**src/rtl/backup_ser_pkg.sv**
```systemverilog
// Shared constants and types for the backup-lane deserializer slice.
package backup_ser_pkg;

  localparam int BACKUP_DATA_WIDTH = 20;
  localparam logic [BACKUP_DATA_WIDTH-1:0] BACKUP_ALIGN_PATTERN = 20'hF0A53;

  typedef enum logic [1:0] {
    HUNT,
    VERIFY,
    LOCKED
  } align_state_t;

endpackage

```
**src/rtl/backup_align_fsm.sv**
```systemverilog
// Word-alignment FSM: watches boundary words for the idle pattern, requests slips
// while hunting and tracks lock with saturating match/miss counters.
//
// state  | meaning
// HUNT   | searching; each non-pattern word requests one slip
// VERIFY | pattern seen, counting consecutive matches toward lock
// LOCKED | aligned; counting consecutive non-pattern words toward unlock
module backup_align_fsm
  import backup_ser_pkg::*;
#(
  parameter int DATA_WIDTH = BACKUP_DATA_WIDTH,
  parameter logic [DATA_WIDTH-1:0] ALIGN_PATTERN = BACKUP_ALIGN_PATTERN,
  parameter int LOCK_COUNT = 4,
  parameter int UNLOCK_WORDS = 64
) (
  input  logic                  BackupSerClk,
  input  logic                  clear,
  input  logic [DATA_WIDTH-1:0] word,
  input  logic                  word_strobe,
  input  logic                  auto_align_en,
  output logic                  slip_req,
  output logic                  locked
);

  localparam int MATCH_W = $clog2(LOCK_COUNT) + 1;
  localparam int MISS_W  = $clog2(UNLOCK_WORDS) + 1;
  localparam logic [MATCH_W-1:0] MATCH_MAX = MATCH_W'(LOCK_COUNT);
  localparam logic [MISS_W-1:0]  MISS_MAX  = MISS_W'(UNLOCK_WORDS);

  align_state_t        state;
  logic                match;
  logic [MATCH_W-1:0]  match_cnt;
  logic [MISS_W-1:0]   miss_cnt;

  assign match = (word == ALIGN_PATTERN);

  // slip_req is a single-cycle pulse in the cycle after the offending word
  always_ff @(posedge BackupSerClk) begin
    if (clear || !auto_align_en) begin
      state     <= HUNT;
      match_cnt <= '0;
      miss_cnt  <= '0;
      slip_req  <= 1'b0;
      locked    <= 1'b0;
    end else begin
      slip_req <= 1'b0;
      if (word_strobe) begin
        unique case (state)
          HUNT: begin
            if (match) begin
              state     <= VERIFY;
              match_cnt <= MATCH_W'(1);
            end else begin
              slip_req <= 1'b1;
            end
          end
          VERIFY: begin
            if (match) begin
              if (match_cnt != MATCH_MAX)
                match_cnt <= match_cnt + MATCH_W'(1);
              if (match_cnt + MATCH_W'(1) >= MATCH_MAX) begin
                state    <= LOCKED;
                locked   <= 1'b1;
                miss_cnt <= '0;
              end
            end else begin
              state     <= HUNT;
              match_cnt <= '0;
              slip_req  <= 1'b1;
            end
          end
          LOCKED: begin
            if (match) begin
              miss_cnt <= '0;
            end else if (miss_cnt + MISS_W'(1) >= MISS_MAX) begin
              state     <= HUNT;
              locked    <= 1'b0;
              match_cnt <= '0;
              miss_cnt  <= '0;
            end else begin
              miss_cnt <= miss_cnt + MISS_W'(1);
            end
          end
          default: state <= HUNT;
        endcase
      end
    end
  end

endmodule

```
**src/rtl/backup_deserializer.sv**
```systemverilog
// Backup-lane SIPO deserializer: LSB-first capture, phase counter with bit-slip,
// slip guard and registered word outputs; alignment decisions live in backup_align_fsm.
module backup_deserializer
  import backup_ser_pkg::*;
#(
  parameter int DATA_WIDTH = BACKUP_DATA_WIDTH,
  parameter logic [DATA_WIDTH-1:0] ALIGN_PATTERN = BACKUP_ALIGN_PATTERN,
  parameter int LOCK_COUNT = 4,
  parameter int UNLOCK_WORDS = 64
) (
  input  logic                  BackupSerClk,
  input  logic                  Reset,
  input  logic                  BackupEnLane,
  input  logic                  BackupSerInput,
  input  logic                  AutoAlignEn,
  input  logic                  BitSlip,
  output logic [DATA_WIDTH-1:0] DataOut,
  output logic                  DataValid,
  output logic                  Locked,
  output logic [4:0]            SlipCount
);

  localparam int PHASE_W = $clog2(DATA_WIDTH);
  localparam logic [PHASE_W-1:0] PHASE_LAST = PHASE_W'(DATA_WIDTH - 1);
  localparam logic [4:0]         SLIP_LAST  = 5'(DATA_WIDTH - 1);

  logic                  clear;
  logic                  fsm_slip_req;
  logic                  slip_req;
  logic                  slip;
  logic                  boundary;
  logic                  slip_guard;
  logic [DATA_WIDTH-1:0] shift_reg;
  logic [DATA_WIDTH-1:0] word_next;
  logic [PHASE_W-1:0]    phase;

  assign clear     = Reset || !BackupEnLane;
  assign word_next = {BackupSerInput, shift_reg[DATA_WIDTH-1:1]};
  assign slip_req  = AutoAlignEn ? fsm_slip_req : BitSlip;
  assign slip      = slip_req && !slip_guard;
  assign boundary  = (phase == PHASE_LAST) && !slip;

  // A slip freezes the phase for one bit, pushing the word boundary one bit later
  always_ff @(posedge BackupSerClk) begin
    if (clear) begin
      shift_reg  <= '0;
      phase      <= '0;
      DataOut    <= '0;
      DataValid  <= 1'b0;
      SlipCount  <= '0;
      slip_guard <= 1'b0;
    end else begin
      shift_reg <= word_next;
      DataValid <= boundary;
      if (slip) begin
        slip_guard <= 1'b1;
        SlipCount  <= (SlipCount == SLIP_LAST) ? 5'd0 : SlipCount + 5'd1;
      end else begin
        phase <= (phase == PHASE_LAST) ? '0 : phase + 1'b1;
      end
      if (boundary) begin
        DataOut    <= word_next;
        slip_guard <= 1'b0;
      end
    end
  end

  backup_align_fsm #(
    .DATA_WIDTH   (DATA_WIDTH),
    .ALIGN_PATTERN(ALIGN_PATTERN),
    .LOCK_COUNT   (LOCK_COUNT),
    .UNLOCK_WORDS (UNLOCK_WORDS)
  ) u_align_fsm (
    .BackupSerClk (BackupSerClk),
    .clear        (clear),
    .word         (word_next),
    .word_strobe  (boundary),
    .auto_align_en(AutoAlignEn),
    .slip_req     (fsm_slip_req),
    .locked       (Locked)
  );

endmodule

```
**config.mk**
```make
export PLATFORM = sky130hd
export DESIGN_NAME = backup_deserializer
export DESIGN_NICKNAME = d
export VERILOG_FILES = /design/src/rtl/backup_ser_pkg.sv /design/src/rtl/backup_align_fsm.sv /design/src/rtl/backup_deserializer.sv
export SDC_FILE = /design/constraint.sdc
export NUM_CORES = 1
export LEC_CHECK = 0
export BUFFER_PORTS_ARGS = -buffer_cell sky130_fd_sc_hd__buf_4
export CAP_MARGIN = 20
export CORE_ASPECT_RATIO = 1.5
export CORE_MARGIN = 8
export CORE_UTILIZATION = 40
export CTS_CLUSTER_SIZE = 25
export DETAILED_ROUTE_END_ITERATION = 6
export MAX_ROUTING_LAYER = met4
export PLACE_DENSITY = 0.58
export SKIP_LAST_GASP = 1
export SLEW_MARGIN = 20
export SYNTH_ARGS = -nofsm -noshare
export SYNTH_HDL_FRONTEND = slang
export SYNTH_HIERARCHICAL = 1
export SYNTH_SLANG_ARGS = --single-unit
```
**constraint.sdc**
```tcl
create_clock -name BackupSerClk -period 2.9 [get_ports BackupSerClk]
set_input_delay 0.29 -clock BackupSerClk [delete_from_list [all_inputs] [get_ports BackupSerClk]]
set_output_delay 0.29 -clock BackupSerClk [all_outputs]
set_load 0.1 [all_outputs]
```
# [After elaboration in Yosys (flattened, before gate mapping)]
# Cells that the tools add are included.
[classes] n_addsub=4 n_lt_le_gt_ge=2 n_eq_ne=13 mux=26 bitwise_logic=2 n_reduce_logical=18
[op_table] op="$mux W7" n=4
[op_table] op="$eq A20 B20 Y1 const B" n=1
[op_table] op="$mux W3" n=5
[op_table] op="$pmux W7 S2" n=1
[op_table] op="$reduce_and A6 Y1" n=2
[op_table] op="$add A5 B1 Y5 const B" n=2
[op_table] op="$eq A5 B5 Y1 const B" n=2
[op_table] op="$mux W2" n=5
[op_table] op="$mux W5" n=2
[op_table] op="$ne A3 B3 Y1 const B" n=3
[op_table] op="$pmux W3 S3" n=1
[op_table] op="$ne A2 B1 Y1 const B" n=4
[op_table] op="$add A7 B1 Y7 const B" n=1
[op_table] op="$ge A7 B7 Y1 const B" n=1
[op_table] op="$mux W1" n=6
[op_table] op="$pmux W2 S3" n=1
[op_table] op="$reduce_and A5 Y1" n=1
[op_table] op="$logic_not A1 Y1" n=4
[op_table] op="$reduce_and A4 Y1" n=1
[op_table] op="$reduce_or A2 Y1" n=2
[op_table] op="$add A3 B1 Y3 const B" n=1
[op_table] op="$ge A3 B3 Y1 const B" n=1
[op_table] op="$reduce_bool A3 Y1" n=1
[op_table] op="$reduce_or A3 Y1" n=1
[op_table] op="other kinds (9)" n=12
[totals] regBits=66 input_bits=6 out_inout_bits=27 wordCells=76

# [Longest topological paths before layout]
# Gate-level depths: netlist of the first run.
[logic_depth] word_depth=6 ltp_mapped=11 ltp_nobuf=9

# [Modules after synthesis]
# The synthesis of the first run kept the hierarchy.
[modules_own_cells] module="backup_deserializer" instances=1 cells_each=196 area_each_um2=1800.5 seq_area_each_um2=1021.0
[modules_own_cells] module="backup_align_fsm" instances=1 cells_each=130 area_each_um2=1077.3 seq_area_each_um2=280.3

# [Worst setup path before layout of the first run]
# No wires, ideal clock.
[synth_path] kind="reg-to-reg" start="register phase[0]" end="register u_align_fsm.match_cnt[1]" setup_ns=0.134 arrival_time_ns=2.202 path_slack_ns=0.564 stages_incl_launch_ff=10 path_cell_list="dfxtp_1 -> ha_1 -> and4bb_2 -> o21ai_2 -> inv_2 -> buf_2 -> clkbuf_1 -> or4b_1 -> o311ai_1 -> o41ai_2"
[synth_via] elab_chain_len=3
[synth_rtl] item="start: declaration" line_no="backup_deserializer.sv:35" text="logic [PHASE_W-1:0] phase;"
[synth_rtl] item="start signal: assignment" line_no="backup_deserializer.sv:59" text="phase <= (phase == PHASE_LAST) ? '0 : phase + 1'b1;"
[synth_rtl] item="$eq A5 B5 Y1" line_no="backup_deserializer.sv:41" text="assign boundary = (phase == PHASE_LAST) && !slip;"
[synth_rtl] item="$logic_and A1 B1 Y1" line_no="backup_deserializer.sv:41"
[synth_rtl] item="named net boundary" line_no="backup_deserializer.sv:31" text="logic boundary;"
[synth_rtl] item="$reduce_and A6 Y1 (no source line)"
[synth_rtl] item="end signal: assignment" line_no="backup_align_fsm.sv:60" text="match_cnt <= match_cnt + MATCH_W'(1);"
[synth_rtl] item="end: declaration" line_no="backup_align_fsm.sv:32" text="logic [MATCH_W-1:0] match_cnt;"
# The timed path passes the listed nets, and every way through them passes these cells.
# A chain may end at the register's enable or synchronous reset.

# [Worst setup path in the final report of the first run]
[layout_path] start="register phase[0]" end="register u_align_fsm.match_cnt[1]"
[layout_via] elab_chain_len=3
[layout_rtl] item="$eq A5 B5 Y1" line_no="backup_deserializer.sv:41"
[layout_rtl] item="$logic_and A1 B1 Y1" line_no="backup_deserializer.sv:41"
[layout_rtl] item="$reduce_and A6 Y1 (no source line)"
# Every way passes these cells.

==> results.yml, run 1 <==
critical_path:
  crit_type: "flip-flop to flip-flop"
  arrival_ps: 2420
  end_kind: "flip-flop"
  startpoint_type: "flip-flop"
  path_max_fanout: 17
  critPathRequiredTime_ps: 3120
cts:
  postCtsHoldBufs: 0
  clkTransAtPathRegs_ps: 70
  insertion_delay_ps: 350
  cts_tree: "yes"
  cts_resized: 0
  postCtsSetupRepairBufs: 0
  cts.sinks: 65
  cts.path.max_buffers: 2
  cts-root-buf: "clkbuf_8"
  h-tree-depth: 3
  numCtsBuffers: 9
pwr:
  power_leakage_uw: 0.00125
  powerDensity_nw_per_um2: 518
  ir_drop_uv: 276
logic_synthesis:
  synth_compound_area_share_pct: 17.2
  ys_types: 60
  synthSimpleGateAreaFrac_pct: 26.0
  syn_inst: 326
  yosys_most_used_dff: "dfxtp_1"
  yosysWarnings: 6
  async_flop_share_pct: 0
  yosysSeqAreaShare_pct: 45.2
  syn_nets: 341
  synthXorXnorAreaFrac_pct: 0.609
  ys_seq_elements: 65
  synth-edff-count: 0
  synth_top_family_by_area: "simple AND/OR/NAND/NOR gates"
  syn_area_um2: 2880
  synth_fa_ha_area_share_pct: 3.91
  syn_avg_cell_area_um2: 8.83
  post_synth_mux_area_share_pct: 2.22
global_routing:
  grt_max_degree: 28
  grt_antenna_before_repair: 0
  use_met3_pct: 2.53
  grt_overflow: 0
  grt.busiest_layer: "met2"
  use_met1_pct: 15.2
  first_global_vias: 2248
  grt_pass1_wl_um: 10900
  gr-usage-all-layers_pct: 13.8
  met2_usage_pct: 22.4
sta:
  finalSetupTns_ps: 0
  whs_ps: 172
  post-route-period-util_pct: 75.6
  slew_headroom_pct: 60.9
  period_minus_slack_ps: 2190
  worst_pin_slew_ps: 582
  skew_ps: 11.8
  finalSetupViolations: 0
  rsz0062_at_grt: "no"
  report.final.slew_viol_count: 0
  hold_viol: 0
  max_freq_mhz: 456
route:
  drt_wl_total_um: 6590
  drcViolationCount: 0
  drtAntennaViolNets: 0
  vias_per_cell: 5.39
  wire_per_inst_um: 14.8
  firstDrtPassIters: 5
  vias: 2393
  drt_iter0_markers: 133
finish:
  layout_commonest_cell: "dfxtp_1"
  area_growth_pct: 17.3
  drive_gt1_share_pct: 17.9
  layout.cells.most_common_list: "dfxtp_1, nand2_1, a21oi_1, buf_4, and2_1"
  num_antenna_cells: 0
  final_nets: 374
  largest_reg_flops: 20
floorplan:
  initial_utilization_pct: 40.6
  rows: 38
  core_area_um2: 7080
  dieArea_um2: 10200
  die_width_um: 85.3
  die_h_um: 120
  ios: 33
status:
  outcome: "completed"
hold_path:
  hp-class: "input port to flip-flop"
run:
  cap_violations: 0
placement:
  port_buffers: 32
  dpl.hpwl_um: 4830
  gp_congestion: 0.874
## where the power goes
part / internal (uW) / switching (uW) / total, uW
registers: 895 / 3.65 / 899
logic: 14.9 / 27.7 / 42.6
clock network: 431 / 377 / 808
total: 1340 / 409 / 1750
## final cells by class
cell class                      instances  area, um^2
Clock inverter                          6        72.6
Sequential cell                        65        1300
Fill cell                             677        3710
Timing Repair Buffer                   36         270
Clock buffer                           10         138
Multi-Input combinational cell        232        1440
Tap cell                               80         100
Inverter                               15        56.3
## layer usage
metal / vias to the layer above / wire length (um)
li1: 1221 / -
met1: 1114 / 3010
met2: 46 / 3230
met3: 12 / 156
met4: 0 / 195
met5: - / 0
## path summary, 6_finish.rpt
path | to | from | depth (start not counted) | slack [ps]
worst max register to register | u_align_fsm/match_cnt[1] | phase[0] | 7 | 710
worst max-delay path | u_align_fsm/match_cnt[1] | phase[0] | 7 | 710
worst min register to register | DataOut[17] | DataOut[17] | 2 | 460
worst min-delay path | shift_reg[19] | BackupSerInput | 2 | 170
## cell usage after synthesis, types with 2 or more instances
cell type	n	area, um^2
a21oi_1	37	185
a31oi_1	4	25.0
a41o_1	2	20.0
and2_1	19	119
and3_1	6	37.5
buf_2	3	15.0
buf_6	3	33.8
clkbuf_1	6	22.5
dfxtp_1	65	1300
ha_1	9	113
inv_1	14	52.6
mux2i_1	3	30.0
nand2_1	57	214
nand3_1	6	30.0
nand3b_1	2	15.0
nand4bb_1	2	22.5
nor2_1	7	26.3
nor2b_1	4	25.0
nor3_1	10	50.1
nor4_1	2	12.5
nor4b_1	2	17.5
o211a_1	2	20.0
o211ai_1	2	15.0
o21a_1	3	22.5
o21ai_0	14	70.1
o21ai_1	2	10.0
o32ai_1	3	26.3
or2_2	2	12.5
or3_1	4	25.0
## critical path, cell delays in order, from the launching register on
cell and delay (ps):
dfxtp_1 370, ha_1 220, and4bb_2 280, o21ai_2 70
inv_2 210, or4b_1 500, o311ai_1 310, o41ai_2 120
## cell families after synthesis
logic type	Yosys count
AND/OR/NAND/NOR	136
AO/OA/AOI/OAI	80
flip-flops	65
buffers and inverters	29
adder cells (fa/ha/maj)	9
multiplexers	5
XOR/XNOR	2
## through the flow
step | setup slack, ps | util [%] | power, uW | cell area, um^2 | std cells
floorplan | 564 | - | 946 | 2880 | 326
global placement | 765 | 44.7 | 963 | 3170 | 428
detailed placement | 705 | 44.7 | 963 | 3170 | 428
CTS | 691 | 47.7 | 1770 | 3380 | 444
global route | 495 | 47.7 | 1810 | 3380 | 444
finish | 709 | 47.7 | 1750 | 3380 | 444
Power figures use the tool's default switching activity.
==> run 2: changes to the inputs <==
--- a/config.mk
+++ b/config.mk
@@ -5,6 +5,7 @@
 export SDC_FILE = /design/constraint.sdc
 export NUM_CORES = 1
 export LEC_CHECK = 0
+export ABC_AREA = 1
 export BUFFER_PORTS_ARGS = -buffer_cell sky130_fd_sc_hd__buf_4
 export CAP_MARGIN = 20
 export CORE_ASPECT_RATIO = 1.5
@@ -13,7 +14,7 @@
 export CTS_CLUSTER_SIZE = 25
 export DETAILED_ROUTE_END_ITERATION = 6
 export MAX_ROUTING_LAYER = met4
-export PLACE_DENSITY = 0.58
+export PLACE_DENSITY = 0.6
 export SKIP_LAST_GASP = 1
 export SLEW_MARGIN = 20
 export SYNTH_ARGS = -nofsm -noshare
==> constraint.sdc (replaced) <==
create_clock -name BackupSerClk -period 2 [get_ports BackupSerClk]
set_input_delay 0.2 -clock BackupSerClk [delete_from_list [all_inputs] [get_ports BackupSerClk]]
set_output_delay 0.2 -clock BackupSerClk [all_outputs]
set_load 0.1 [all_outputs]
==> run 2 against run 1 <==
Combinational power is 110% higher. Utilization is 0.32 points higher. Final cell count rose by 25%. Fmax is 23% higher. Sequential share of layout area decreased by 1.0 points. Global-route usage fell by 0.57 points. Clock skew fell by 5.7 ps. Worst setup slack worse by 490 ps. Die area is 2.4% higher. Final area rose by 2.7%. Via count grew 6.4%.
==> results.yml, run 2 <==
finish:
  num_antenna_cells: 0
  drive_gt1_share_pct: 16.3
  instances_no_fill: 554
  layout_commonest_cell: "nand2_1"
  area_growth_pct: 17.1
  fillerInstances: 773
  layout.cells.most_common_list: "nand2_1, dfxtp_1, nor2_1, inv_1, nand3_1"
  final_nets: 464
  largest_reg_flops: 20
  post-route-util_pct: 48.0
logic_synthesis:
  yosys_most_used_dff: "dfxtp_1"
  yosysWarnings: 6
  synth_compound_area_share_pct: 4.56
  synth_top_family_by_area: "simple AND/OR/NAND/NOR gates"
  synth.area.top_cells: "dfxtp_1, nand2_1, nor2_1, nand3_1, inv_1"
  syn_nets: 427
  synthXorXnorAreaFrac_pct: 0.591
  syn_area_um2: 2960
  post_synth_mux_area_share_pct: 0
  syn_inst: 412
  yosysTopAreaCell: "dfxtp_1"
  synth-edff-count: 0
  syn_avg_cell_area_um2: 7.19
  ys_types: 29
  async_flop_share_pct: 0
  synthSimpleGateAreaFrac_pct: 36.6
  yosysSeqAreaShare_pct: 43.9
  synth_fa_ha_area_share_pct: 3.80
  synth_common_cells: "nand2_1, dfxtp_1, nor2_1"
  netlist.area_leader.share_pct: 43.9
  yosysMostFrequentCell: "nand2_1"
  ys_seq_elements: 65
hold_path:
  hold_start: "BackupSerInput"
  whs_endpoint: "DataOut[19]"
  whs_path_depth: 3
  hp-class: "input port to flip-flop"
floorplan:
  ios: 33
  rows: 38
  die_width_um: 86.3
  dieArea_um2: 10500
  core_area_um2: 7230
  die_h_um: 121
  initial_utilization_pct: 41.0
sta:
  finalSetupViolations: 0
  post-route-period-util_pct: 88.8
  skew_ps: 6.11
  finalSetupTns_ps: 0
  worst_pin_slew_ps: 553
  period_minus_slack_ps: 1780
  setup_slack_ps: 223
  report.final.slew_viol_count: 0
  rsz0062_at_grt: "no"
  max_freq_mhz: 563
  hold_viol: 0
  slew_headroom_pct: 62.9
cts:
  insertion_delay_ps: 340
  postCtsSetupRepairBufs: 0
  h-tree-depth: 3
  cts.path.max_buffers: 2
  cts-root-buf: "clkbuf_8"
  postCtsHoldBufs: 0
  numCtsBuffers: 9
  clkTransAtPathRegs_ps: 70
  cts_resized: 0
  cts.sinks: 65
  cts_tree: "yes"
run:
  cap_violations: 0
route:
  wire_per_inst_um: 11.2
  vias_per_cell: 4.60
  drtAntennaViolNets: 0
  vias: 2547
  drt_wl_total_um: 6200
  wl_met3_um: 251
  drcViolationCount: 0
  met1_length_um: 2420
  firstDrtPassIters: 4
  dr.max_layer_used: "met4"
  met2_length_um: 3450
  drt_iter0_markers: 133
global_routing:
  grt_antenna_before_repair: 0
  gr-usage-all-layers_pct: 13.2
  grt_max_degree: 27
  grt_pass1_wl_um: 10600
  first_global_vias: 2434
  grt_overflow: 0
critical_path:
  startpoint_type: "flip-flop"
  r2r_cells: 12
  r2r_end: "u_align_fsm/miss_cnt[0]"
  path_max_fanout: 12
  crit_type: "flip-flop to flip-flop"
  arrival_ps: 2050
  r2r-start: "phase[0]"
  rrSetupSlack_ps: 220
  end_kind: "flip-flop"
  critPathRequiredTime_ps: 2270
placement:
  place_inst: 538
  gp_congestion: 0.809
  port_buffers: 32
  place_ws_ps: 230
  dpl.hpwl_um: 4640
pwr:
  powerDensity_nw_per_um2: 703
  ir_drop_uv: 477
  p_total_uw: 2440
  power_leakage_uw: 0.00153
status:
  outcome: "completed"
[run 2: cell count changes after synthesis, sizes merged, moves of 20 or more]
cell and change:
nor2 +65, and2 -20, nand2 +54, a21oi -22, inv +43, nand3 +37
[run 2: layer usage]
metal  vias up  global-route usage, %
li1       1352                      -
met1      1154                   12.1
met2        35                   23.8
met3         6                   4.47
met4         0                   6.39
met5         -                      -
[run 2: area by class of cell]
cell class	count	area, um^2	area share (%)
Sequential cell	65	1300	37.5
Clock inverter	2	10.0	0.289
Timing Repair Buffer	37	278	8.01
Clock buffer	14	183	5.27
Inverter	59	221	6.39
Multi-Input combinational cell	277	1350	38.9
Tap cell	100	125	3.61
[run 2: worst max path at each step]
stage | from | to | slack (ps)
floorplan | SlipCount[0] | SlipCount[0] | 140
global placement | phase[0] | u_align_fsm/miss_cnt[0] | 300
detailed placement | phase[0] | u_align_fsm/miss_cnt[0] | 230
CTS | phase[0] | u_align_fsm/miss_cnt[0] | 200
global route | phase[0] | u_align_fsm/match_cnt[2] | 20
finish | phase[0] | u_align_fsm/miss_cnt[0] | 220
[run 2: through the flow]
stage               hold WS [ps]  instance area [um^2]
finish                       107                  3470
global route                 105                  3470
CTS                         90.6                  3470
detailed placement           437                  3270
global placement             427                  3270
floorplan                    303                  2960
[run 2: critical path, stage by stage (launching register included)]
cell      delay [ps]
dfxtp_1          380
ha_1             230
nand2_1           70
clkinv_1          40
nand2_1           60
inv_2             70
nand2_4           90
inv_1            110
nand3_1           90
inv_2            120
nand2_4          110
or2_0            220
a21oi_1          120
[run 2: logic make-up (layout without fill, tap and decap cells)]
group,count (synthesis),count (layout)
AO/OA/AOI/OAI,26,26
XOR/XNOR,2,2
buffers and inverters,70,112
adder cells (fa/ha/maj),9,9
AND/OR/NAND/NOR,240,240
flip-flops,65,65
[run 2: where the power goes]
group	leakage, uW	switching, uW	internal (uW)
registers	0.000524	5.95	1300
clock network	0.000102	461	582
logic	0.000903	61.9	26.5
total	0.00153	529	1910
